<file path="src/rtl/abuf_ctrl_pkg.sv">
// Shared definitions for the activation buffer: default geometry and the
// read-sequencer state encoding, common to core_buf and the MAC controller.
package abuf_ctrl_pkg;

  localparam int ABUF_DEPTH_DEF = 16;
  localparam int ABUF_ADDR_DEF  = $clog2(ABUF_DEPTH_DEF);
  localparam int REP_W_DEF      = 8;

  typedef enum logic [2:0] {
    ST_IDLE    = 3'd0,
    ST_WAIT    = 3'd1,
    ST_READ    = 3'd2,
    ST_RELEASE = 3'd3,
    ST_DONE    = 3'd4
  } abuf_state_e;

endpackage

</file>
<file path="src/rtl/abuf_occ_cnt.sv">
// ABUF write pointer and occupancy counter. Writes arriving while full are
// dropped and flagged; a tile release subtracts its length in the same cycle.
module abuf_occ_cnt
  import abuf_ctrl_pkg::*;
#(
  parameter int DEPTH = ABUF_DEPTH_DEF,
  parameter int AW    = ABUF_ADDR_DEF
) (
  input  logic          clk,
  input  logic          rst,
  input  logic          wen_i,
  input  logic          rel_i,
  input  logic [AW:0]   rel_len_i,
  output logic [AW-1:0] wptr_o,
  output logic [AW:0]   occ_o,
  output logic          full_o,
  output logic          empty_o,
  output logic          ovf_o
);

  localparam logic [AW:0]   DEPTH_C  = (AW + 1)'(DEPTH);
  localparam logic [AW-1:0] PTR_ONE  = 1;

  logic [AW-1:0] wptr_q, wptr_d;
  logic [AW:0]   occ_q, occ_d;
  logic          wen_ok;

  assign full_o  = (occ_q == DEPTH_C);
  assign empty_o = (occ_q == '0);
  assign ovf_o   = wen_i && full_o;
  assign wptr_o  = wptr_q;
  assign occ_o   = occ_q;

  always_comb begin
    wen_ok = wen_i && !full_o;
    wptr_d = wptr_q;
    if (wen_ok) begin
      wptr_d = wptr_q + PTR_ONE;
    end
    // Net update: a legal write and a release may land in the same cycle.
    occ_d = occ_q + {{AW{1'b0}}, wen_ok} - (rel_i ? rel_len_i : '0);
  end

  // NOTE: sequential state uses non-blocking assignments only, and reset is
  // sampled synchronously on the clock edge rather than in the sensitivity list.
  always_ff @(posedge clk) begin
    if (rst) begin
      wptr_q <= '0;
      occ_q  <= '0;
    end else begin
      wptr_q <= wptr_d;
      occ_q  <= occ_d;
    end
  end

endmodule

</file>
<file path="src/rtl/abuf_ctrl.sv">
// Activation buffer controller: write addressing via abuf_occ_cnt, plus the
// tile read sequencer that replays cfg_len rows cfg_repeat times, then releases them.
module abuf_ctrl
  import abuf_ctrl_pkg::*;
#(
  parameter int ABUF_DEPTH = ABUF_DEPTH_DEF,
  parameter int ABUF_ADDR  = $clog2(ABUF_DEPTH),
  parameter int REP_W      = REP_W_DEF
) (
  input  logic                 clk,
  input  logic                 rst,
  input  logic                 abuf_wen,
  output logic [ABUF_ADDR-1:0] abuf_waddr,
  input  logic                 cfg_start,
  input  logic [ABUF_ADDR:0]   cfg_len,
  input  logic [REP_W-1:0]     cfg_repeat,
  input  logic                 mac_ready,
  output logic [ABUF_ADDR-1:0] abuf_raddr,
  output logic                 abuf_ren,
  output logic                 busy,
  output logic                 done,
  output logic                 full,
  output logic                 empty,
  output logic                 err
);

  localparam logic [ABUF_ADDR:0]   DEPTH_C  = (ABUF_ADDR + 1)'(ABUF_DEPTH);
  localparam logic [ABUF_ADDR:0]   LEN_ONE  = 1;
  localparam logic [ABUF_ADDR-1:0] ADDR_ONE = 1;
  localparam logic [REP_W-1:0]     REP_ONE  = 1;

  abuf_state_e          state_q, state_d;
  logic [ABUF_ADDR:0]   len_q, len_d;
  logic [REP_W-1:0]     rep_q, rep_d;
  logic [ABUF_ADDR-1:0] rbase_q, rbase_d;
  logic [ABUF_ADDR-1:0] idx_q, idx_d;
  logic [REP_W-1:0]     pass_q, pass_d;
  logic                 err_q, err_d;

  logic [ABUF_ADDR:0]   occ;
  logic                 ovf;
  logic                 release_en;
  logic                 last_row;
  logic                 last_pass;

  abuf_occ_cnt #(
    .DEPTH (ABUF_DEPTH),
    .AW    (ABUF_ADDR)
  ) u_occ (
    .clk       (clk),
    .rst       (rst),
    .wen_i     (abuf_wen),
    .rel_i     (release_en),
    .rel_len_i (len_q),
    .wptr_o    (abuf_waddr),
    .occ_o     (occ),
    .full_o    (full),
    .empty_o   (empty),
    .ovf_o     (ovf)
  );

  assign last_row   = ({1'b0, idx_q} == (len_q - LEN_ONE));
  assign last_pass  = (pass_q == (rep_q - REP_ONE));
  assign abuf_raddr = rbase_q + idx_q;
  assign busy       = (state_q != ST_IDLE);
  assign err        = err_q;

  // NOTE: every signal driven here gets a default first so no latch is inferred.
  always_comb begin
    state_d    = state_q;
    len_d      = len_q;
    rep_d      = rep_q;
    rbase_d    = rbase_q;
    idx_d      = idx_q;
    pass_d     = pass_q;
    err_d      = err_q | ovf;
    abuf_ren   = 1'b0;
    done       = 1'b0;
    release_en = 1'b0;

    unique case (state_q)
      ST_IDLE: begin
        if (cfg_start) begin
          len_d  = cfg_len;
          // A repeat count of zero still means one pass over the tile.
          rep_d  = (cfg_repeat == '0) ? REP_ONE : cfg_repeat;
          idx_d  = '0;
          pass_d = '0;
          if (cfg_len == '0) begin
            state_d = ST_DONE;
          end else if (cfg_len > DEPTH_C) begin
            err_d   = 1'b1;
            state_d = ST_DONE;
          end else begin
            state_d = ST_WAIT;
          end
        end
      end
      ST_WAIT: begin
        if (occ >= len_q) begin
          state_d = ST_READ;
        end
      end
      ST_READ: begin
        abuf_ren = mac_ready;
        if (mac_ready) begin
          if (last_row) begin
            idx_d = '0;
            if (last_pass) begin
              state_d = ST_RELEASE;
            end else begin
              pass_d = pass_q + REP_ONE;
            end
          end else begin
            idx_d = idx_q + ADDR_ONE;
          end
        end
      end
      ST_RELEASE: begin
        // len == DEPTH truncates to zero, which is the correct modulo step.
        rbase_d    = rbase_q + len_q[ABUF_ADDR-1:0];
        release_en = 1'b1;
        state_d    = ST_DONE;
      end
      ST_DONE: begin
        done    = 1'b1;
        state_d = ST_IDLE;
      end
      default: begin
        state_d = ST_IDLE;
      end
    endcase
  end

  always_ff @(posedge clk) begin
    if (rst) begin
      state_q <= ST_IDLE;
      len_q   <= '0;
      rep_q   <= '0;
      rbase_q <= '0;
      idx_q   <= '0;
      pass_q  <= '0;
      err_q   <= 1'b0;
    end else begin
      state_q <= state_d;
      len_q   <= len_d;
      rep_q   <= rep_d;
      rbase_q <= rbase_d;
      idx_q   <= idx_d;
      pass_q  <= pass_d;
      err_q   <= err_d;
    end
  end

endmodule
</file>
<file path="config.mk">
export PLATFORM = sky130hd
export DESIGN_NAME = abuf_ctrl
export DESIGN_NICKNAME = d
export VERILOG_FILES = /design/src/rtl/abuf_ctrl_pkg.sv /design/src/rtl/abuf_occ_cnt.sv /design/src/rtl/abuf_ctrl.sv
export SDC_FILE = /design/constraint.sdc
export NUM_CORES = 1
export LEC_CHECK = 0
export BUFFER_PORTS_ARGS = -buffer_cell sky130_fd_sc_hd__buf_2
export CORE_UTILIZATION = 30
export DETAILED_ROUTE_END_ITERATION = 6
export GPL_TIMING_DRIVEN = 1
export PLACE_DENSITY_LB_ADDON = 0.15
export SYNTH_ARGS = -nofsm -noshare
export SYNTH_HDL_FRONTEND = slang
export SYNTH_SLANG_ARGS = --single-unit
export TNS_END_PERCENT = 1
</file>
<file path="constraint.sdc">
create_clock -name clk -period 2.92 [get_ports clk]
set_input_delay 0.584 -clock clk [delete_from_list [all_inputs] [get_ports clk]]
set_output_delay 0.584 -clock clk [all_outputs]
set_load 0.01 [all_outputs]
</file>
==> results.sh <==
export IMPL_worst_pin_slew_ps=490.4
export IMPL_cts_setup_buffers=0
export IMPL_grt_use_total=0.1404
export IMPL_r2r_setup_slack_ps=410
export IMPL_antenna_found_initial=0
export IMPL_finalClockSkew_ps=10.84
export IMPL_critPathLaunchType="flip-flop"
export IMPL_postCtsHoldBufs=0
export IMPL_syn_area_per_cell_sq_um=8.401
export IMPL_wl_per_cell_um=13.53
export IMPL_r2r_start="rep_q[0]"
export IMPL_rr_worst_depth=8
export IMPL_ys_flop_type="dfxtp_1"
export IMPL_crit_buf_inv=1
export IMPL_h_tree_depth=2
export IMPL_n_antenna_cell=0
export IMPL_dp_hpwl_um=4994
export IMPL_postSynthCellCount=336
export IMPL_clkLatencyLatePin_ps=300
export IMPL_slowest_stage="dfxtp_1"
export IMPL_setup_viol=0
export IMPL_ys_ff_latch=42
export IMPL_clockRootBuffer="clkbuf_8"
export IMPL_grt_start_max_net_pins=23
export IMPL_io_pins=32
export IMPL_relSlewSlack=0.6724
export IMPL_die_y_um=99
export IMPL_vias_per_cell=4.950
export IMPL_dr_pass1_iters=4
export IMPL_start_util=0.3069
export IMPL_fin_setup_tns_ps=0
export IMPL_grt_pass1_wl_um=10980
export IMPL_fmax_mhz=397.7
export IMPL_first_global_vias=2240
export IMPL_vias=2371
export IMPL_min_path_type="reg -> reg"
export IMPL_synth_compound_area_share=0.1507
export IMPL_slew_viol_final=0
export IMPL_whs_endpoint="rep_q[7]"
export IMPL_ys_types=52
export IMPL_io_buffers=31
export IMPL_cts_buffers=5
export IMPL_cts_tree="built"
export IMPL_p_leak_uw=0.001347
export IMPL_antenna_left=0
export IMPL_hold_slack_ps=483.3
export IMPL_synth_async_reset_ratio=0
export IMPL_core_rowCount=35
export IMPL_rsz0062_at_grt="no"
export IMPL_place_congestion=0.7864
export IMPL_r2r_end="state_q[2]"
export IMPL_worstHoldStart="rep_q[7]"
export IMPL_die_area_sq_mm=0.009801
export IMPL_worstSetupPathType="reg -> reg"
export IMPL_synth_xor_area_frac=0.08688
export IMPL_muxShareOfSynthArea=0.02128
export IMPL_synth_area_sq_mm=0.002823
export IMPL_post_cts_resized=0
export IMPL_area_delta_synth_final_pct=13.65
export IMPL_synth_fa_ha_area_frac=0.1365
export IMPL_clk_pin_slew_ps=90
export IMPL_coreArea_sq_mm=0.009196
export IMPL_critical_path_top_delay_family="compound AO/OA/AOI/OAI gates"
export IMPL_drt_iter0_markers=62
export IMPL_cts_path_max_buffers=2
export IMPL_syn_nets=383
export IMPL_die_w_um=99
export IMPL_synthSimpleGateAreaFrac=0.2540
export IMPL_power_density_mw_per_mm2=557.5
export IMPL_yosysWarnings=0
export IMPL_period_minus_slack_ps=2515
export IMPL_crit_chain="inv_1 -> ha_1 -> o21ba_1 -> a221oi_1 -> a41oi_1 -> a211oi_4 -> nand4_4 -> a2111oi_4"
export IMPL_drv_cap=0
export IMPL_slowest_delay_ps=440
export IMPL_synth_top_family_by_area="simple AND/OR/NAND/NOR gates"
export IMPL_cp_arrival_ps=2710
export IMPL_finalCritPeriodShare=0.8611
export IMPL_drive_above_1_share=0.1467
export IMPL_vdd_drop_max_uv=275.7
export IMPL_report_final_hold_viol_count=0
export IMPL_remaining_drc_errors=0
export IMPL_status="completed"
export IMPL_wl_um=6481
export IMPL_synth_edf_count=0
export IMPL_whs_path_depth=2
export IMPL_crit_fanout=9
export IMPL_endpoint_kind="flip-flop"
export IMPL_required_ps=3120
export IMPL_grt_ovfl_total=0
export IMPL_final_nets=414
export IMPL_numClockSinks=42
export IMPL_synth_seq_area_share=0.2979
==> kinds of logic (layout without fill, tap and decap cells) <==
family                     count (synthesis)  in the layout
and+or+nand+nor                          133            133
AOI/OAI and AO/OA                         61             61
DFF                                       42             42
buffers and inverters                     37             69
adders and majority gates                 29             29
xor gates and xnor gates                  28             28
muxes                                      6              6
==> how the worst max path moves through the flow <==
stage,startpoint,endpoint,cells after the start
global route,rep_q[0],state_q[2],8
CTS,rep_q[0],state_q[2],8
floorplan,state_q[2],u_occ.occ_o[4],12
finish,rep_q[0],state_q[2],8
global placement,rep_q[0],state_q[2],8
detailed placement,rep_q[0],state_q[2],8
==> final cells by class <==
cell class | count | area (sq um)
flip-flops and latches | 42 | 840.8
clock buffers | 6 | 72.57
repair buffers | 42 | 237.7
clock inverters | 2 | 13.76
multi-input cells | 257 | 1833
fillers | 998 | 5988
inverters | 19 | 71.32
well taps | 111 | 138.9
==> flip-flops by register name (all words and copies together) (netlist names) <==
| register | flops |
|---|---|
| u_occ.occ_o | 5 |
| len_q | 5 |
| u_occ.wptr_o | 4 |
| idx_q | 4 |
| pass_q | 8 |
| rbase_q | 4 |
| err | 1 |
| rep_q | 8 |
| state_q | 3 |
==> metal layers <==
layer  share of wire  global-route usage  vias to the layer above
met5               0                   0                        -
met4          0.0056             0.03444                        0
met3           0.026             0.02695                        2
met2            0.45              0.2179                       26
met1            0.52              0.1992                     1105
li1                -                   -                     1238
==> per-stage QoR <==
step	instance area (sq um)	utilization	setup slack, ps	cells	power (uW)
after floorplan	2823	-	251.2	336	1238
after global placement	3122	0.3395	501.9	471	1416
after detailed placement	3122	0.3395	442.9	471	1425
after CTS	3208	0.3488	405.3	479	1821
after global routing	3208	0.3488	240.7	479	1946
final	3208	0.3488	405.4	479	1788
==> cells in the mapped netlist (7+ instances only) <==
cell / number / area (sq um)
a21o_1: 8 / 60.06
a21oi_1: 27 / 135.1
clkbuf_1: 14 / 52.55
dfxtp_1: 42 / 840.8
ha_1: 26 / 325.3
inv_1: 17 / 63.81
nand2_1: 43 / 161.4
nand4_1: 8 / 50.05
nor2_1: 21 / 78.83
nor3_1: 9 / 45.04
or4_1: 7 / 52.55
xnor2_1: 15 / 131.4
xor2_1: 13 / 113.9
==> tightest hold or removal path: stages, from the launching register on <==
cell and delay [ps]:
dfxtp_1 330, nand2_1 60, a21oi_1 50
==> power breakdown <==
group / internal [uW] / switching, uW
registers: 637 / 74.1
clock network: 169 / 215
logic: 325 / 368
==> placed cells by master, fill, tap and decap left out, drive strengths merged, types with 2 or more instances in the layout <==
cell	n
a211o	2
a211oi	5
a21o	8
a21oi	27
a221oi	3
and2	4
buf	42
clkbuf	6
clkinv	3
dfxtp	42
fa	3
ha	26
inv	18
mux2i	6
nand2	43
nand2b	5
nand3	6
nand3b	2
nand4	9
nor2	21
nor2b	6
nor3	9
nor4	6
nor4b	4
o21ai	4
o21bai	2
o31ai	3
or3	5
or4	7
xnor2	15
xor2	13
Power figures use the tool's default switching activity.
